--- config.mk ---
export PLATFORM = sky130hd
export DESIGN_NAME = instr_queue
export DESIGN_NICKNAME = d
export VERILOG_FILES = /design/src/rtl/instr_queue_pkg.sv /design/src/rtl/instr_queue.sv
export SDC_FILE = /design/constraint.sdc
export NUM_CORES = 1
export LEC_CHECK = 0
export CORE_MARGIN = 1
export CORE_UTILIZATION = 58
export CTS_BUF_LIST = sky130_fd_sc_hd__clkbuf_8 sky130_fd_sc_hd__clkbuf_16
export DETAILED_ROUTE_END_ITERATION = 16
export DONT_BUFFER_PORTS = 1
export GPL_TIMING_DRIVEN = 0
export PLACE_DENSITY = 0.74
export SYNTH_ARGS = -nofsm -noshare
export SYNTH_HDL_FRONTEND = slang
export SYNTH_SLANG_ARGS = --single-unit
--- constraint.sdc ---
create_clock -name clk -period 11.2 [get_ports clk]
set_input_delay 2.8 -clock clk [delete_from_list [all_inputs] [get_ports clk]]
set_output_delay 2.8 -clock clk [all_outputs]
set_load 0.02 [all_outputs]
--- src/rtl/instr_queue_pkg.sv ---
// Shared types and constants for the fetch-to-decode instruction queue.
package instr_queue_pkg;

    // Width of the instruction and pc fields carried by one queue entry.
    localparam int PKT_XLEN = 32;

    // Instruction word presented to decode when the queue is empty.
    // Decode classifies all-zero as UNKNOWN, so it causes no writes or jumps.
    localparam logic [PKT_XLEN-1:0] EMPTY_INSTR = 32'h00000000;

    // One buffered fetch result.
    typedef struct packed {
        logic [PKT_XLEN-1:0] instr;
        logic [PKT_XLEN-1:0] pc;
    } FetchPacket;

endpackage

--- src/rtl/instr_queue.sv ---
// Fetch-to-decode instruction buffer. Stores {instr, pc} pairs in FIFO order
// and shows the oldest entry to decode (show-ahead). The queue absorbs decode
// stalls, and a flush discards all of its contents.
// Full and empty come from the occupancy counter. The pointers wrap by
// natural overflow.
module instr_queue
    import instr_queue_pkg::*;
#(
    parameter int DEPTH = 8,
    parameter int XLEN  = 32
) (
    input  logic                       clk,
    input  logic                       rst_n,
    input  logic                       flush,
    input  logic                       in_valid,
    output logic                       in_ready,
    input  logic [XLEN-1:0]            in_instr,
    input  logic [XLEN-1:0]            in_pc,
    output logic                       out_valid,
    input  logic                       out_ready,
    output logic [XLEN-1:0]            out_instr,
    output logic [XLEN-1:0]            out_pc,
    output logic [$clog2(DEPTH):0]     count
);

    localparam int PW = $clog2(DEPTH);
    localparam int CW = PW + 1;
    localparam logic [CW-1:0] FULL_CNT = CW'(DEPTH);

    FetchPacket      r_mem [DEPTH];
    logic [PW-1:0]   r_wr_ptr;
    logic [PW-1:0]   r_rd_ptr;
    logic [CW-1:0]   r_count;

    logic            w_push;
    logic            w_pop;
    FetchPacket      w_head;
    FetchPacket      w_wr_pkt;

    // in_ready depends only on registered occupancy. A pop in the same
    // cycle does not make room for a push into a full queue.
    assign in_ready  = (r_count != FULL_CNT);
    assign out_valid = (r_count != '0);

    // A flush cancels any handshake that happens in the same cycle.
    assign w_push = in_valid & in_ready & ~flush;
    assign w_pop  = out_valid & out_ready & ~flush;

    assign w_wr_pkt.instr = in_instr;
    assign w_wr_pkt.pc    = in_pc;
    assign w_head         = r_mem[r_rd_ptr];

    // The head is forced to the benign empty pattern when nothing is buffered.
    assign out_instr = out_valid ? w_head.instr : EMPTY_INSTR;
    assign out_pc    = out_valid ? w_head.pc    : '0;
    assign count     = r_count;

    // Storage write. Contents are not reset because the counter masks stale data.
    always_ff @(posedge clk) begin
        if (w_push) begin
            r_mem[r_wr_ptr] <= w_wr_pkt;
        end
    end

    // Pointer and occupancy control. A flush takes priority over push and pop.
    always_ff @(posedge clk or negedge rst_n) begin
        if (!rst_n) begin
            r_wr_ptr <= '0;
            r_rd_ptr <= '0;
            r_count  <= '0;
        end else if (flush) begin
            r_wr_ptr <= '0;
            r_rd_ptr <= '0;
            r_count  <= '0;
        end else begin
            if (w_push) begin
                r_wr_ptr <= r_wr_ptr + 1'b1;
            end
            if (w_pop) begin
                r_rd_ptr <= r_rd_ptr + 1'b1;
            end
            case ({w_push, w_pop})
                2'b10:   r_count <= r_count + 1'b1;
                2'b01:   r_count <= r_count - 1'b1;
                default: r_count <= r_count;
            endcase
        end
    end

    // Occupancy and handshake invariants.
    a_count_max: assert property (@(posedge clk) disable iff (!rst_n)
        r_count <= FULL_CNT);
    a_no_push_full: assert property (@(posedge clk) disable iff (!rst_n)
        !(w_push && (r_count == FULL_CNT)));
    a_no_pop_empty: assert property (@(posedge clk) disable iff (!rst_n)
        !(w_pop && (r_count == '0)));

endmodule

==> metrics.md, run 1 <==
| Metric | Value |
|---|---|
| Status | `complete, no violations` |
| Core area | `around 34000 µm²` |
| Avg Inst Size Synth | `22.4 µm²` |
| Yosys top cell by area | `edfxtp_1` |
| Die height | `roughly 190 µm` |
| Routed WL | `approximately 40000 µm` |
| Max clock buf depth | `3` |
| Initial Util | `between 50% and 60%` |
| Crit-path cells | `buf_4 > nor4_1 > buf_2 > buf_1 > nor2_1` |
| Share of layout cells above drive strength 1 | `around a quarter` |
| Synthesis warning total | `0` |
| Number of I/O port buffers | `0` |
| Placed instance area | `21200 µm²` |
| Post-DP HPWL | `about 24000 µm` |
| Largest net degree at the start of global routing | `25` |
| Setup Total Neg Slack | `0 ns` |
| Synth Register Bits | `522` |
| Sequential area share after synthesis | `roughly 80%` |
| Net Sw Power | `roughly 1.4 mW` |
| Comb power frac | `about a fifth` |
| TritonCTS buffer count | `50` |
| Final setup skew | `approximately 0.013 ns` |
| Actual slew at the worst max-slew pin | `0.929 ns` |
| Post-CTS setup buffers | `0` |
| Leak | `around 7 nW` |
| Insertion delay to the later sink of the worst-skew pair | `around 0.55 ns` |
| Average routed wire per standard cell | `between 20 and 30 µm` |
| Fin crit period | `between 5 and 6 ns` |
| VDD IR max | `roughly 0.00014 V` |
| Synthesized area | `20100 µm²` |
| Layout overhead on the synthesized area | `13.8%` |
| Worst path bufs/invs | `3` |
| Share of the synthesized area in the top cell type | `around three quarters` |
| Initial drt markers | `around 600` |
| Number of cells on the critical path | `5` |
| Hold Startpoint | `r_wr_ptr[0]` |
| Sw Share | `between 20% and 30%` |
| # IOs | `about 140` |
| CP startpoint | `count[0]` |
| First-pass GRT wire length | `59300 µm` |
| 1st-pass router iterations | `5` |
| Top Family by Delay on Critical Path | `buffers and inverters` |
| Clk slew on worst S/H paths | `0.06 ns` |
| Critical path data required time | `8.40 ns` |
| CP Capture Type | `primary output` |
| Placer Congestion | `slightly below 0.8` |
| Gr usage total | `22.9%` |
| Number of synthesized flops with an enable pin | `a little over 500` |
| Layout fillers | `2099` |
| Worst rel slew slack | `between 30% and 40%` |
| Gr ovfl total | `0` |
| Initial antenna violation count | `0` |
| Post-CTS sizing | `0` |
| Max-cap viol count | `0` |
| Slew Viols, Final | `0` |
| Cell Rows | `67` |
| Hold buffers post-CTS | `0` |
| Period utilization | `between 50% and 60%` |
| Reg2reg path depth | `9` |
| Avg Vias per Cell | `6.16` |
| Post-route antenna net violation count | `0` |
| Syn nets | `968` |
| CP peak stage delay | `around 0.56 ns` |
| Worst min-delay path category | `reg -> reg` |
| Synth area leaders | `edfxtp_1 77%, mux4_2 14%, mux2i_1 3.2%` |
| H-tree depth | `2` |
| Reg power frac | `a little under half` |
| Critical path arrival | `approximately 2.8 ns` |
| Number of global-route vias before repair | `9541` |
| Most used DFF post-synth | `edfxtp_1` |
| NumNets Final | `1051` |
| Cells after synthesis | `about 900` |
| Final Hold Viols | `0` |
| Clock network power share | `33.3%` |
| Area of the multi-input gates | `between 4000 and 5000 µm²` |
| Post-route cell area | `between 20000 and 25000 µm²` |
| Util after Layout | `roughly two thirds` |
| DRC viols | `0` |
| Worst Setup Path Type | `reg -> out` |
| DIE WIDTH | `around 190 µm` |
| Diode count | `0` |
| FFs w/ async S/R, synth | `around 1.9%` |
| Final non-filler cell total | `about 1500` |
| CP max FO | `10` |
| RSZ-0062 raised after global routing | `false` |
| Int Pwr | `between 3 and 4 mW` |
| Routed vias | `about 9000` |
| Worst r2r src | `count[3]` |
| Hold path depth | `2` |
| Clk sinks | `between 500 and 600` |
| Netlist cell types | `37` |
| Startpoint types | `register` |
| Power Density | `approximately 220 nW/µm²` |
| Max Fclk | `0.177 GHz` |
| Critical-path top delay cell | `buf_1` |
| Clock Tree Root | `clkbuf_16` |
| DIE AREA | `~35000 µm²` |
| # setup viols final | `0` |
| Dpl cells | `between 1000 and 1500` |
| CTS tree | `built` |
| FF/Latch Area | `between 15000 and 20000 µm²` |
==> cells by family (layout without fill, tap and decap cells) <==
| group | after synthesis | in the layout | synth area share (%) |
|---|---|---|---|
| buffers and inverters | 51 | 176 | 1.16 |
| adders and majority gates | 4 | 4 | 0.249 |
| xor gates and xnor gates | 5 | 5 | 0.218 |
| muxes | 193 | 193 | 17.6 |
| AOI/OAI and AO/OA | 16 | 16 | 0.561 |
| and+or+nand+nor | 104 | 104 | 2.40 |
| DFF | 522 | 522 | 77.8 |
==> layer usage <==
metal	track usage (%)	part of all wire, %	vias to the layer above	wire length (µm)
li1	-	-	3901	-
met1	30.4	40	4784	15600
met2	37.7	51	294	20000
met3	6.81	7.6	63	2980
met4	5.41	1.8	0	692
met5	0	0	-	0
==> final timing paths <==
path,to,slack [ns]
setup / recovery,out_pc[11],5.57
hold / removal,r_wr_ptr[0],0.62
setup reg to reg,r_mem[0][1],7.84
hold reg to reg,r_wr_ptr[0],0.62
max in group asynchronous,r_rd_ptr[1],9.18
min in group asynchronous,count[0],1.94
==> metrics by stage <==
step           setup slack [ns]  total power [mW]  hold WS (ns)
2_1_floorplan              3.04              3.09         0.546
3_3_place_gp              -1.37              3.33         0.576
3_5_place_dp               6.01              3.36         0.605
4_1_cts                    5.51              5.00         0.624
5_1_grt                    5.34              5.13         0.657
6_report                   5.57              4.94         0.624
==> power groups by stage <==
stage                     combinational, mW  sequential, mW  clock (mW)
final                                  1.04            2.26        1.65
after global routing                   1.12            2.26        1.75
after CTS                              1.06            2.26        1.68
after detailed placement               1.06            2.30           0
after global placement                 1.02            2.31           0
after floorplan                       0.790            2.30           0
==> worst register-to-register path: stages (launching register included) <==
cell	delay [ns]
dfrtp_1	0.55
nor4b_4	0.24
inv_2	0.19
nand2_1	0.12
or3_1	0.48
nor3_2	0.76
buf_8	0.24
buf_6	0.15
buf_6	0.17
buf_8	0.16
==> synthesized netlist by cell type, types with 3 or more instances <==
master,number
edfxtp_1,512
mux4_2,128
nor2_1,75
mux2i_1,65
buf_2,21
buf_1,13
dfrtp_1,10
clkbuf_1,8
nand2_1,6
a21oi_1,5
inv_1,5
ha_1,4
nor3_1,4
nand4_1,3
o211ai_1,3
o21ai_0,3
or3_1,3
xor2_1,3
==> registers in the layout, summed over array words and instances (netlist names) <==
signal,count
count,4
r_rd_ptr,3
r_wr_ptr,3
r_mem,512
==> layout make-up <==
| cell class | count | share of cell area [%] |
|---|---|---|
| clock buffers | 53 | 5.80 |
| repair buffers | 31 | 2.25 |
| multi-input cells | 322 | 18.7 |
| well taps | 448 | 2.45 |
| inverters | 6 | 0.0985 |
| plain buffers | 45 | 0.920 |
| flip-flops and latches | 522 | 68.4 |
| clock inverters | 41 | 1.39 |
==> cell usage in the layout (no fill, tap or decap), types with 6 or more instances in the layout <==
master and count:
mux4_2 128, nand2_1 6, clkinv_1 10, edfxtp_1 512, dfrtp_1 10, clkbuf_1 8
nor2_4 6, inv_1 18, buf_2 21, mux2i_1 65, clkbuf_16 53, nor2_1 69
buf_6 14, clkinv_2 8, buf_1 13, buf_12 12
(Power assumes the default switching activity.)
==> inputs of run 2 (changes only) <==
Settings changed: CORE_UTILIZATION 58 to 57, PLACE_DENSITY 0.74 to 0.75.
Clock period 11.2 ns to 5 ns, I/O delays scaled along.
==> run 2 against run 1 <==
  * Clock power is 120% higher
  * Utilization is 1.8 points lower
  * Register-to-register slack got worse by 6.1 ns
  * Critical path depth unchanged
  * Global-route usage hardly changed
  * Sequential power is 120% higher
  * Total power increased by 120%
  * Sequential share of layout area up 0.20 points
  * Via count is 0.11% lower
  * Hold slack worse by 0.27 ns
  * Critical path type unchanged
  * Largest cell class unchanged
  * Largest power group unchanged
==> metrics.md, run 2 (same netlist as run 1, synthesis figures left out) <==
| Metric | Value |
|---|---|
| CP max FO | `10 (unchanged)` |
| Dpl cells | `1374 (unchanged)` |
| Power Density | `480 nW/µm² (+120%)` |
| Reg2reg path depth | `8 (-1)` |
| Diode count | `0 (unchanged)` |
| Final WS setup | `0.789 ns (-4.78 ns)` |
| Number of global-route vias before repair | `9523 (-0.19%)` |
| Layout fillers | `2214 (+5.5%)` |
| RSZ-0062 raised after global routing | `false` |
| Leak | `7.04 nW (-0.67%)` |
| Reg with most FFs | `r_mem` |
| Final setup skew | `0.0214 ns (+0.00884 ns)` |
| Area of the multi-input gates | `4290 µm² (+0.29%)` |
| CTS tree | `built` |
| Final non-filler cell total | `1465 (-0.20%)` |
| Period utilization | `between 80 and 90%` |
| Initial drt markers | `744 (+23%)` |
| Gr usage total | `22.9% (+0.024 points)` |
| Most frequent cells in the layout | `512 x edfxtp_1, 128 x mux4_2, 69 x nor2_1` |
| Worst min-delay path category | `in -> async` |
| Die height | `190 µm (+0.86%)` |
| Worst Setup Path Type | `reg -> out` |
| DRC viols | `0 (unchanged)` |
| TritonCTS buffer count | `51 (+2.0%)` |
| Clock Tree Root | `clkbuf_16` |
| Critical path arrival | `2.96 ns (+0.13 ns)` |
| CP peak stage delay | `0.52 ns (-0.04 ns)` |
| Post-DP HPWL | `24000 µm (-1.6%)` |
| Commonest non-fill, non-tap cell in the layout | `edfxtp_1` |
| Number of I/O port buffers | `0 (unchanged)` |
| Initial Util | `58.0% (-1.4 points)` |
| Startpoint types | `register` |
| Avg Vias per Cell | `6.17 (about the same)` |
| Slew Viols, Final | `0 (unchanged)` |
| Final Hold Viols | `0 (unchanged)` |
| # IOs | `139 (unchanged)` |
| Insertion delay to the later sink of the worst-skew pair | `0.58 ns (+0.03 ns)` |
| Post-CTS sizing | `0 (unchanged)` |
| Routed vias | `9032 (-0.11%)` |
| NumNets Final | `1045 (-0.57%)` |
| Initial antenna violation count | `0 (unchanged)` |
| Clk slew on worst S/H paths | `0.06 ns (about the same)` |
| Worst r2r dst | `r_mem[1][58]` |
| Max FFs per register | `512 (unchanged)` |
| Flop-to-flop setup slack | `1.76 ns (-6.08 ns)` |
| Post-route antenna net violation count | `0 (unchanged)` |
| Max Fclk | `~0.24 GHz` |
| Max-cap viol count | `0 (unchanged)` |
| Critical-path top delay cell | `clkbuf_1` |
| Largest net degree at the start of global routing | `26 (+4.0%)` |
| Core area | `34600 µm² (+2.5%)` |
| Cell Rows | `68 (+1.5%)` |
| Layout overhead on the synthesized area | `13.5%` |
| H-tree depth | `2 (unchanged)` |
| CP Capture Type | `primary output` |
| Critical path data required time | `3.75 ns (-4.65 ns)` |
| # setup viols final | `0 (unchanged)` |
| Worst rel slew slack | `35.9% (-1.8 points)` |
| Hold buffers post-CTS | `0 (unchanged)` |
| First-pass GRT wire length | `59300 µm (about the same)` |
| Post-CTS setup buffers | `0 (unchanged)` |
| Fin crit period | `between 4 and 5 ns` |
| Max clock buf depth | `3 (unchanged)` |
| Share of layout cells above drive strength 1 | `24.8% (-1.5 points)` |
| Util after Layout | `65.8% (-1.8 points)` |
| 1st-pass router iterations | `4 (-1)` |
| FF/Latch Area | `15600 µm² (unchanged)` |
| Clk sinks | `522 (unchanged)` |
| Pre-CTS setup slack | `1.40 ns (-4.60 ns)` |
| DIE AREA | `36000 µm² (+1.7%)` |
| Worst r2r src | `count[0]` |
| VDD IR max | `0.000301 V (+110%)` |
| DIE WIDTH | `190 µm (+0.86%)` |
| Routed WL | `39600 µm (+1.0%)` |
| Setup Total Neg Slack | `0 ns (unchanged)` |
| Gr ovfl total | `0 (unchanged)` |
| Crit-path cells | `buf_4 > nor4_1 > buf_2 > clkbuf_1 > nor2_1` |
| Status | `complete, no violations` |
| Placer Congestion | `0.765 (-2.5%)` |
| Actual slew at the worst max-slew pin | `0.958 ns (+0.0286 ns)` |
| Average routed wire per standard cell | `27.0 µm (+1.2%)` |
run 2: changes by cell type in the layout (fill, tap and decap cells not counted), moves of 2 or more:
cell	before	now
buf_8	3	6
inv_1	18	23
clkinv_2	8	3
bufinv_16	5	3
buf_6	14	1
inv_6	2	0
clkinvlp_4	2	0
buf_12	12	10
buf_16	3	8
clkinv_1	10	13
nor3_4	1	3
nor3_2	3	1
run 2: how the worst max path moves through the flow:
| stage | depth (start not counted) | startpoint | slack (ns) | end |
|---|---|---|---|---|
| finish | 5 | count[0] | 0.79 | out_pc[21] |
| global route | 5 | count[0] | 0.62 | out_pc[12] |
| global placement | 3 | in_valid | -2.67 | r_mem[2][10] |
| CTS | 5 | count[0] | 0.77 | out_pc[4] |
| detailed placement | 5 | count[0] | 1.40 | out_pc[12] |
| floorplan | 3 | in_valid | 0.12 | r_mem[2][0] |
run 2: cell type report:
class | count | area share [%]
flip-flops and latches | 522 | 68.6
multi-input cells | 322 | 18.8
well taps | 455 | 2.50
inverters | 6 | 0.0988
repair buffers | 24 | 2.24
clock buffers | 54 | 5.88
clock inverters | 37 | 0.972
plain buffers | 45 | 0.922
run 2: power by group:
group | total [mW] | switching, mW | internal (mW)
Clock | 3.57 | 1.51 | 2.06
Sequential | 5.06 | 0.0786 | 4.98
Combinational | 2.31 | 1.54 | 0.769
run 2: worst max-delay path: cells and delay by family, from the launching register on:
| kind | cells | cell delay [ns] |
|---|---|---|
| buf+inv | 3 | 1.19 |
| simple gates | 2 | 0.70 |
| flops | 1 | 0.47 |
run 2: per-layer routing:
layer  global-route usage (%)  part of all wire (%)  vias up
met2                     36.7                    49      317
met4                     7.07                   1.9        0
met1                     31.2                    41     4795
li1                         -                     -     3873
met5                        0                     0        -
met3                     6.12                   8.4       47
run 2: stage by stage:
step | hold slack (ns) | power, mW | instance area, µm²
floorplan | 0.546 | 6.91 | 20100
global placement | 0.573 | 7.43 | 20700
detailed placement | 0.586 | 7.51 | 21200
CTS | 0.336 | 11.1 | 22800
global route | 0.338 | 11.3 | 22800
finish | 0.357 | 10.9 | 22800
==> inputs of run 3 (changes only) <==
Settings changed: CORE_UTILIZATION 57 to 58, PLACE_DENSITY 0.75 to 0.74.
Clock period 5 ns to 3.9 ns, I/O delays scaled along.
==> run 3 against run 2 <==
  * Hold slack lost 0.25 ns
  * Sequential power grew 28%
  * Count of clock-buffer cells in the layout shrank 2
  * Cell count shrank 0.41%
  * Critical path depth is the same
  * Critical path type unchanged
  * Largest power group unchanged
==> metrics.md, run 3 (same netlist as run 1, synthesis figures left out) <==
| Metric | Value |
|---|---|
| Status | `complete, no violations` |
| Largest net degree at the start of global routing | `27 (+3.8%)` |
| Reg2reg path depth | `10 (+2)` |
| Critical path arrival | `2.79 ns (-0.17 ns)` |
| Period utilization | `between 90% and 100%` |
| # IOs | `139 (unchanged)` |
| Util after Layout | `67.3% (+1.5 points)` |
| Number of global-route vias before repair | `9479 (-0.46%)` |
| Placer Congestion | `0.797 (+4.3%)` |
| Routed vias | `8988 (-0.49%)` |
| H-tree depth | `2 (unchanged)` |
| Hold buffers post-CTS | `0 (unchanged)` |
| Worst min-delay path category | `in -> async` |
| Critical path data required time | `2.92 ns (-0.83 ns)` |
| Gr usage total | `22.5% (-0.40 points)` |
| Final WS setup | `0.138 ns (-0.651 ns)` |
| Grt met2 use | `37.4% (+0.68 points)` |
| Core area | `33800 µm² (-2.4%)` |
| First-pass GRT wire length | `58400 µm (-1.5%)` |
| Die height | `188 µm (-0.86%)` |
| Clock Tree Root | `clkbuf_16` |
| Initial antenna violation count | `0 (unchanged)` |
| Cell Rows | `67 (-1.5%)` |
| Startpoint types | `register` |
| DIE AREA | `35400 µm² (-1.7%)` |
| TritonCTS buffer count | `51 (unchanged)` |
| CP max FO | `10 (unchanged)` |
| Final Hold Viols | `0 (unchanged)` |
| Worst rel slew slack | `39.0% (+3.1 points)` |
| Max Fclk | `~0.27 GHz` |
| Most Crowded Layer GR | `met2` |
| Power Density | `611 nW/µm² (+27%)` |
| Layout fillers | `2124 (-4.1%)` |
| Initial Util | `59.4% (+1.4 points)` |
| Insertion delay to the later sink of the worst-skew pair | `0.55 ns (-0.03 ns)` |
| Worst Hold Slack | `0.112 ns (-0.246 ns)` |
| Most frequent cells in the layout | `512 x edfxtp_1, 128 x mux4_2, 69 x nor2_1` |
| Share of layout cells above drive strength 1 | `25.3% (+0.57 points)` |
| Flop-to-flop setup slack | `0.50 ns (-1.26 ns)` |
| Reg with most FFs | `r_mem` |
| Clk sinks | `522 (unchanged)` |
| NumNets Final | `1043 (-0.19%)` |
| Average routed wire per standard cell | `26.4 µm (-2.4%)` |
| Worst r2r dst | `r_mem[0][10]` |
| GR Layer Usage met1 | `30.2% (-0.99 points)` |
| Max FFs per register | `512 (unchanged)` |
| Post-route antenna net violation count | `0 (unchanged)` |
| Final setup skew | `0.0155 ns (-0.00588 ns)` |
| Placed instance area | `21200 µm² (about the same)` |
| DRC viols | `0 (unchanged)` |
| Gr ovfl total | `0 (unchanged)` |
| Leak | `7.03 nW (about the same)` |
| DIE WIDTH | `188 µm (-0.86%)` |
| Routed WL | `38500 µm (-2.8%)` |
| Clk slew on worst S/H paths | `0.06 ns (about the same)` |
| CTS tree | `built` |
| Max-cap viol count | `0 (unchanged)` |
| Avg Vias per Cell | `6.16 (about the same)` |
| Met3 Usage GRT | `6.05% (-0.079 points)` |
| Worst Setup Path Type | `reg -> out` |
| CP Capture Type | `primary output` |
| Post-CTS sizing | `3 (+3)` |
| Layout overhead on the synthesized area | `13.3%` |
| Post-route cell area | `22700 µm² (-0.21%)` |
| Number of I/O port buffers | `0 (unchanged)` |
| Pre-CTS setup slack | `0.521 ns (-0.882 ns)` |
| Initial drt markers | `767 (+3.1%)` |
| # setup viols final | `0 (unchanged)` |
| Worst r2r src | `count[0]` |
| Actual slew at the worst max-slew pin | `0.914 ns (-0.0434 ns)` |
| CP startpoint | `r_rd_ptr[1]` |
| Tot Pwr | `13.9 mW (+27%)` |
| Commonest non-fill, non-tap cell in the layout | `edfxtp_1` |
| Post-CTS setup buffers | `0 (unchanged)` |
| 1st-pass router iterations | `4 (unchanged)` |
| Max clock buf depth | `3 (unchanged)` |
| Diode count | `0 (unchanged)` |
| Slew Viols, Final | `0 (unchanged)` |
| Post-DP HPWL | `23500 µm (-2.1%)` |
| VDD IR max | `0.000477 V (+58%)` |
| Fin crit period | `around 3.8 ns` |
| RSZ-0062 raised after global routing | `false` |
run 3: cell types whose count changed in the layout (fill, tap and decap cells not counted), moves of 2 or more:
cell,previous run,this run
buf_1,13,9
buf_16,8,10
buf_2,21,24
buf_8,6,1
bufinv_16,3,1
clkbuf_2,0,2
clkinv_2,3,7
inv_6,0,2
run 3: worst max-delay path by stage:
| stage | to | slack, ns | cells after the start |
|---|---|---|---|
| 2_1_floorplan | r_mem[2][0] | -0.70 | 3 |
| 3_3_place_gp | r_mem[2][10] | -3.48 | 6 |
| 3_5_place_dp | r_mem[0][10] | 0.52 | 10 |
| 4_1_cts | out_pc[13] | 0.02 | 5 |
| 5_1_grt | out_instr[3] | 0.01 | 5 |
| 6_report | out_instr[17] | 0.14 | 5 |
run 3: per-stage QoR:
stage / setup TNS [ns] / cells
2_1_floorplan: -165.20 / 895
3_3_place_gp: -1134.21 / 1343
3_5_place_dp: 0 / 1365
4_1_cts: 0 / 1459
5_1_grt: 0 / 1459
6_report: 0 / 1459
run 3: metal layers:
metal  wire [µm]  vias up
li1            -     3883
met1       15600     4750
met2       19300      299
met3        2930       56
met4         654        0
met5           0        -
run 3: worst max-delay path: stages (launching register included):
cell and delay, ns:
dfrtp_1 0.40, buf_2 0.33, buf_1 0.65, mux4_2 0.41, mux2i_1 0.28, nor2_1 0.18
run 3: power by group:
group | total, mW | switching (mW) | internal (mW)
clock | 4.40 | 1.93 | 2.47
sequential | 6.49 | 0.101 | 6.39
combinational | 3.01 | 1.99 | 1.02
run 3: cell type report:
class                   count  area (µm²)  share of cell area [%]
flip-flops and latches    522       15600                    68.7
multi-input cells         322        4290                    18.9
clock buffers              52        1300                    5.72
well taps                 448         561                    2.46
repair buffers             22         510                    2.24
plain buffers              45         216                   0.952
clock inverters            42         215                   0.946
inverters                   6        22.5                  0.0990
